$ cat src/rtl/mem_wb_stage.sv
// mem_wb_stage: MEM/WB pipeline register and writeback formatter for an RV64I core.
// Captures memory-stage results and aligns plus sign/zero-extends load data.
// Selects the writeback source and drives the register file write port.
// Also keeps a retired-instruction counter and a load-fault flag.
// Ports:
//   clk, reset (async, active-low)
//   in_valid, stall, flush                      - pipeline control
//   RegWrite_in, WbSel_in, funct3_in, RD_in     - instruction control from MEM
//   ALUResult_in (also load address), MemData_in, PCPlus4_in - datapath from MEM
//   RegWrite, RD, WriteData                     - register file write port (registered)
//   wb_valid, load_fault, retire_count          - status (registered)
module mem_wb_stage #(
    parameter int unsigned XLEN  = 64,
    parameter int unsigned CNT_W = 64
) (
    input  logic             clk,
    input  logic             reset,
    input  logic             in_valid,
    input  logic             stall,
    input  logic             flush,
    input  logic             RegWrite_in,
    input  logic [1:0]       WbSel_in,
    input  logic [2:0]       funct3_in,
    input  logic [4:0]       RD_in,
    input  logic [XLEN-1:0]  ALUResult_in,
    input  logic [XLEN-1:0]  MemData_in,
    input  logic [XLEN-1:0]  PCPlus4_in,
    output logic             RegWrite,
    output logic [4:0]       RD,
    output logic [XLEN-1:0]  WriteData,
    output logic             wb_valid,
    output logic             load_fault,
    output logic [CNT_W-1:0] retire_count
);

    localparam int unsigned RD_W     = 5;
    localparam logic [1:0]  SEL_ALU  = 2'b00;
    localparam logic [1:0]  SEL_LOAD = 2'b01;
    localparam logic [1:0]  SEL_PC4  = 2'b10;

    logic [2:0]       off;
    logic [5:0]       shamt;
    logic [XLEN-1:0]  shifted;
    logic             load_fault_c;
    logic [XLEN-1:0]  load_data_c;
    logic [XLEN-1:0]  wb_data_c;
    logic             fault_cap_c;

    logic             reg_write_d, reg_write_q;
    logic [RD_W-1:0]  rd_d, rd_q;
    logic [XLEN-1:0]  write_data_d, write_data_q;
    logic             wb_valid_d, wb_valid_q;
    logic             load_fault_d, load_fault_q;
    logic [CNT_W-1:0] retire_count_d, retire_count_q;

    // Load alignment: shift the addressed byte lane down to bit 0, then extend.
    always_comb begin
        off          = ALUResult_in[2:0];
        shamt        = {off, 3'b000};
        shifted      = MemData_in >> shamt;
        load_fault_c = 1'b0;
        load_data_c  = '0;
        case (funct3_in)
            3'b000: load_data_c = {{(XLEN-8){shifted[7]}}, shifted[7:0]};
            3'b001: begin
                load_fault_c = off[0];
                load_data_c  = {{(XLEN-16){shifted[15]}}, shifted[15:0]};
            end
            3'b010: begin
                load_fault_c = |off[1:0];
                load_data_c  = {{(XLEN-32){shifted[31]}}, shifted[31:0]};
            end
            3'b011: begin
                load_fault_c = |off;
                load_data_c  = shifted;
            end
            3'b100: load_data_c = {{(XLEN-8){1'b0}}, shifted[7:0]};
            3'b101: begin
                load_fault_c = off[0];
                load_data_c  = {{(XLEN-16){1'b0}}, shifted[15:0]};
            end
            3'b110: begin
                load_fault_c = |off[1:0];
                load_data_c  = {{(XLEN-32){1'b0}}, shifted[31:0]};
            end
            default: load_fault_c = 1'b1;
        endcase
        if (load_fault_c) begin
            load_data_c = '0;
        end
    end

    // Writeback source select; the reserved encoding produces zero.
    always_comb begin
        wb_data_c = '0;
        case (WbSel_in)
            SEL_ALU:  wb_data_c = ALUResult_in;
            SEL_LOAD: wb_data_c = load_data_c;
            SEL_PC4:  wb_data_c = PCPlus4_in;
            default:  wb_data_c = '0;
        endcase
    end

    assign fault_cap_c = in_valid & (WbSel_in == SEL_LOAD) & load_fault_c;

    // Next-state: flush beats stall beats capture.
    always_comb begin
        reg_write_d    = reg_write_q;
        rd_d           = rd_q;
        write_data_d   = write_data_q;
        wb_valid_d     = wb_valid_q;
        load_fault_d   = load_fault_q;
        retire_count_d = retire_count_q;
        if (flush) begin
            reg_write_d  = 1'b0;
            rd_d         = '0;
            write_data_d = '0;
            wb_valid_d   = 1'b0;
            load_fault_d = 1'b0;
        end else if (!stall) begin
            wb_valid_d   = in_valid;
            rd_d         = RD_in;
            write_data_d = wb_data_c;
            load_fault_d = fault_cap_c;
            reg_write_d  = in_valid & RegWrite_in & (RD_in != '0)
                         & ~fault_cap_c & (WbSel_in != 2'b11);
            if (in_valid) begin
                retire_count_d = retire_count_q + CNT_W'(1);
            end
        end
    end

    // WB pipeline register.
    always_ff @(posedge clk or negedge reset) begin
        if (!reset) begin
            reg_write_q    <= 1'b0;
            rd_q           <= '0;
            write_data_q   <= '0;
            wb_valid_q     <= 1'b0;
            load_fault_q   <= 1'b0;
            retire_count_q <= '0;
        end else begin
            reg_write_q    <= reg_write_d;
            rd_q           <= rd_d;
            write_data_q   <= write_data_d;
            wb_valid_q     <= wb_valid_d;
            load_fault_q   <= load_fault_d;
            retire_count_q <= retire_count_d;
        end
    end

    assign RegWrite     = reg_write_q;
    assign RD           = rd_q;
    assign WriteData    = write_data_q;
    assign wb_valid     = wb_valid_q;
    assign load_fault   = load_fault_q;
    assign retire_count = retire_count_q;

endmodule

$ cat config.mk
export PLATFORM = sky130hd
export DESIGN_NAME = mem_wb_stage
export DESIGN_NICKNAME = d
export VERILOG_FILES = /design/src/rtl/mem_wb_stage.sv
export SDC_FILE = /design/constraint.sdc
export NUM_CORES = 1
export LEC_CHECK = 0
export ABC_AREA = 1
export BUFFER_PORTS_ARGS = -buffer_cell sky130_fd_sc_hd__buf_4
export CAP_MARGIN = 20
export CORE_UTILIZATION = 47
export DETAILED_ROUTE_END_ITERATION = 7
export PLACE_DENSITY_LB_ADDON = 0.12
export RECOVER_POWER = 100
export SLEW_MARGIN = 25
export SYNTH_ARGS = -nofsm -noshare
export SYNTH_HDL_FRONTEND = slang
export SYNTH_SLANG_ARGS = --single-unit
export TNS_END_PERCENT = 10
$ cat constraint.sdc
create_clock -name clk -period 1.9 [get_ports clk]
set_input_delay 0.285 -clock clk [delete_from_list [all_inputs] [get_ports clk]]
set_output_delay 0.285 -clock clk [all_outputs]
set_load 0.05 [all_outputs]
==> results.cfg <==
[layout]
nNetsFinal = 2171
fill_cells = 1863
fin_cells = 2250
area_growth_pct = 40.6
n_antenna_cell = 0
post-route-util = 0.676
final_area_um2 = 14300
drive_gt1_frac = 0.278

[cts]
clk_latency_ns = 0.43
cts.clk_slew.worst_paths_ns = 0.07
cts_max_path_buffers = 2
numClockSinks = 136
post-cts-setup-buffers = 0
cts_root_buf = clkbuf_16
cts-htree-levels = 4
cts_tree = done
numCtsBuffers = 17

[synth]
ys.warnings.count = 0
synth-simple-area-share = 0.419
synthTopCellsByCount = 644 x nand2_1, 147 x inv_1, 136 x dfrtp_1
synth_nets = 1786
ys_async_sr_fraction = 1.00
synth_cell_types = 43
synth_top_family_by_area = simple AND/OR/NAND/NOR gates
ys_ff_latch = 136
synth.most_common_cell = nand2_1
synth_xor_area_frac = 0.0430
synth_cells = 1577
synthTopCellsByArea = dfrtp_1 33%, nand2_1 24%, inv_1 5.4%
syn_area_per_cell_um2 = 6.45
synthAdderAreaFrac = 0.00123
ys.flop_type = dfrtp_1
ys_seq_area_frac = 0.334
yosysTopAreaCell = dfrtp_1
synth.area.mux_share = 0
synth-edff-count = 0
syn_area_um2 = 10200
synthDominantCellAreaShare = 0.334
synth_compound_area_frac = 0.110

[place]
port-buffer-count = 343
gp_congestion = 0.967
dp.cells = 2217
dp_hpwl_mm = 31.4
preCtsSetupSlack_ns = 0.0173
placedInstanceArea_um2 = 13700

[floorplanning]
num_rows = 53
die_h_um = 149
initial_core_util = 0.481
die_w_um = 149
ios = 344
die-area_um2 = 22200
core_area_um2 = 21200

[critical_path]
slowest_delay_ns = 0.43
critPathLaunch = retire_count[16]
path_buf_inv = 1
crit_path_max_fanout = 5
crit_path_cell_trace = nand2_1 -> nor2_1 -> inv_1 -> nor2_1 -> nand2_1 -> nor3_4 -> nand3_2 -> o21ai_1 -> nand2_1
r2r_start = retire_count[16]
worst_setup_path_start_kind = flip-flop
crit_slowest_cell = dfrtp_2
cp_top_family = simple AND/OR/NAND/NOR gates
cp.arrival_ns = 2.15
critPathKind = flip-flop to flip-flop
critical_path_required_ns = 2.21
worstSetupEndpointType = flip-flop
r2r_slack_ns = 0.06
cpMostUsedCell = nand2_1

[grt]
first_global_vias = 11300
grt_max_degree = 73
grt_first_pass_wirelength_mm = 61.0
grt_remaining_overflow = 0
antenna_found_initial = 1
grtUsageTotal = 0.357

[route]
routedWlPerCell_um = 17.7
dr.pass1.iters = 5
via_count = 12100
remaining_drc_errors = 0
post_drt_via_cell_ratio = 5.38
wl_mm = 39.7
first_iter_violations = 823
ant_nets = 0

[pwr]
p_sw_uw = 3210
vdd_drop_max_mv = 0.532
p_seq_frac = 0.354
swShare = 0.355
p_clk_frac = 0.364
p_per_area_nw_per_um2 = 632
cellLeakagePower_uw = 0.00781
p_int_uw = 5840
power_frac_comb = 0.282

[run_status]
violations = capacitance limit, slew limit
status = finished, violations left

[sta]
report.final.slew_viol_count = 73
worst_slack_ns = 0.0645
fin_skew_ns = 0.0122
fin_tns_setup_ns = 0
slew-limit-headroom = -0.0298
post-route-period-util = 0.966
finalSetupViolations = 0
period_minus_slack_ns = 1.84
fmax_ghz = 0.545
finalHoldViolCount = 0
worst_slew_pin_slew_ns = 1.54
rsz0062_at_grt = yes

[hold_path]
hp-start = RD_in[3]
hold_path_class = input pin to flip-flop

[run]
maxCapViolCount = 1
-- worst reg2reg max path, cell delays in order (launching register included) --
cell,delay [ns]
dfrtp_2,0.43
nand2_1,0.10
nor2_1,0.14
inv_1,0.05
nor2_1,0.16
nand2_1,0.13
nor3_4,0.33
nand3_2,0.16
o21ai_1,0.15
nand2_1,0.06
-- area by class of cell --
type | instances | area, um^2 | share of cell area
inverter | 157 | 589 | 0.0412
multi-input combinational | 1207 | 5910 | 0.413
clock inverter | 14 | 138 | 0.00962
timing repair buffer | 443 | 3480 | 0.243
tap | 275 | 344 | 0.0241
clock buffer | 18 | 429 | 0.0300
sequential | 136 | 3420 | 0.239
-- metrics by stage --
step           hold slack (ns)  total power (uW)
2_1_floorplan          -0.0106              4620
3_3_place_gp             0.248              5750
3_5_place_dp             0.249              5780
4_1_cts                 0.0956              9050
5_1_grt                  0.106              9410
6_report                 0.105              9050
-- flip-flops by register name, summed over array words and instances (netlist names) --
signal        cells
RegWrite          1
retire_count     64
RD                5
WriteData        64
load_fault        1
wb_valid          1
-- metal layers --
layer  GRT usage  share of wire
met2       0.570           0.45
met3      0.0722          0.094
met5           0        0.00020
met4       0.109          0.023
met1       0.486           0.43
-- cell families (layout without fill, tap and decap cells) --
family	count (synthesis)	after routing
flops	136	136
compound gates	170	170
simple gates	986	986
fa+ha+maj	1	1
xor+xnor	50	50
buf+inv	234	632
-- power by group through the flow --
stage	Clock [uW]	Sequential, uW	Combinational (uW)
after detailed placement	0	3250	2540
after global placement	0	3240	2510
after floorplan	0	3710	913
after CTS	3310	3200	2540
final	3300	3200	2550
after global routing	3450	3210	2750
-- worst paths after layout --
check                                   end  depth (start not counted)
max in group asynchronous     WriteData[34]                          3
max                        retire_count[54]                          9
min reg2reg                retire_count[63]                          1
min in group asynchronous  retire_count[61]                          2
max reg2reg                retire_count[54]                          9
min                                   RD[3]                          2
-- cell usage in the layout (no fill, tap or decap), types with 2 or more instances in the layout --
master	Yosys	final
nand2_1	644	642
buf_4	5	428
inv_1	147	147
dfrtp_1	136	124
nor2_1	113	107
nand3_1	99	99
o21ai_0	78	78
nand4_1	56	56
a22o_1	51	51
xor2_1	39	39
o211ai_1	23	23
nor3_1	26	21
clkbuf_16	0	17
nor2_4	11	15
buf_12	0	12
dfrtp_2	0	12
xnor2_1	11	11
inv_2	9	9
nand2_2	6	8
nor2_2	6	8
a21oi_1	8	8
nor3_2	2	7
or2_2	6	6
inv_6	0	4
nand3_2	3	3
o21ai_1	3	3
o22ai_1	3	3
and2_1	3	3
nand3b_1	3	3
clkinvlp_4	0	3
nand3_4	2	2
inv_8	0	2
clkinv_2	0	2
clkinv_4	0	2
-- timing repair --
item	CTS	global route
cloned	0	0
endpoints found under the setup margin	1	21
pin swaps	0	0
resized for setup	1	16
endpoints found under the hold margin	41	0
hold buffers	1	0
Note: power is estimated with default switching activity, not from simulation.
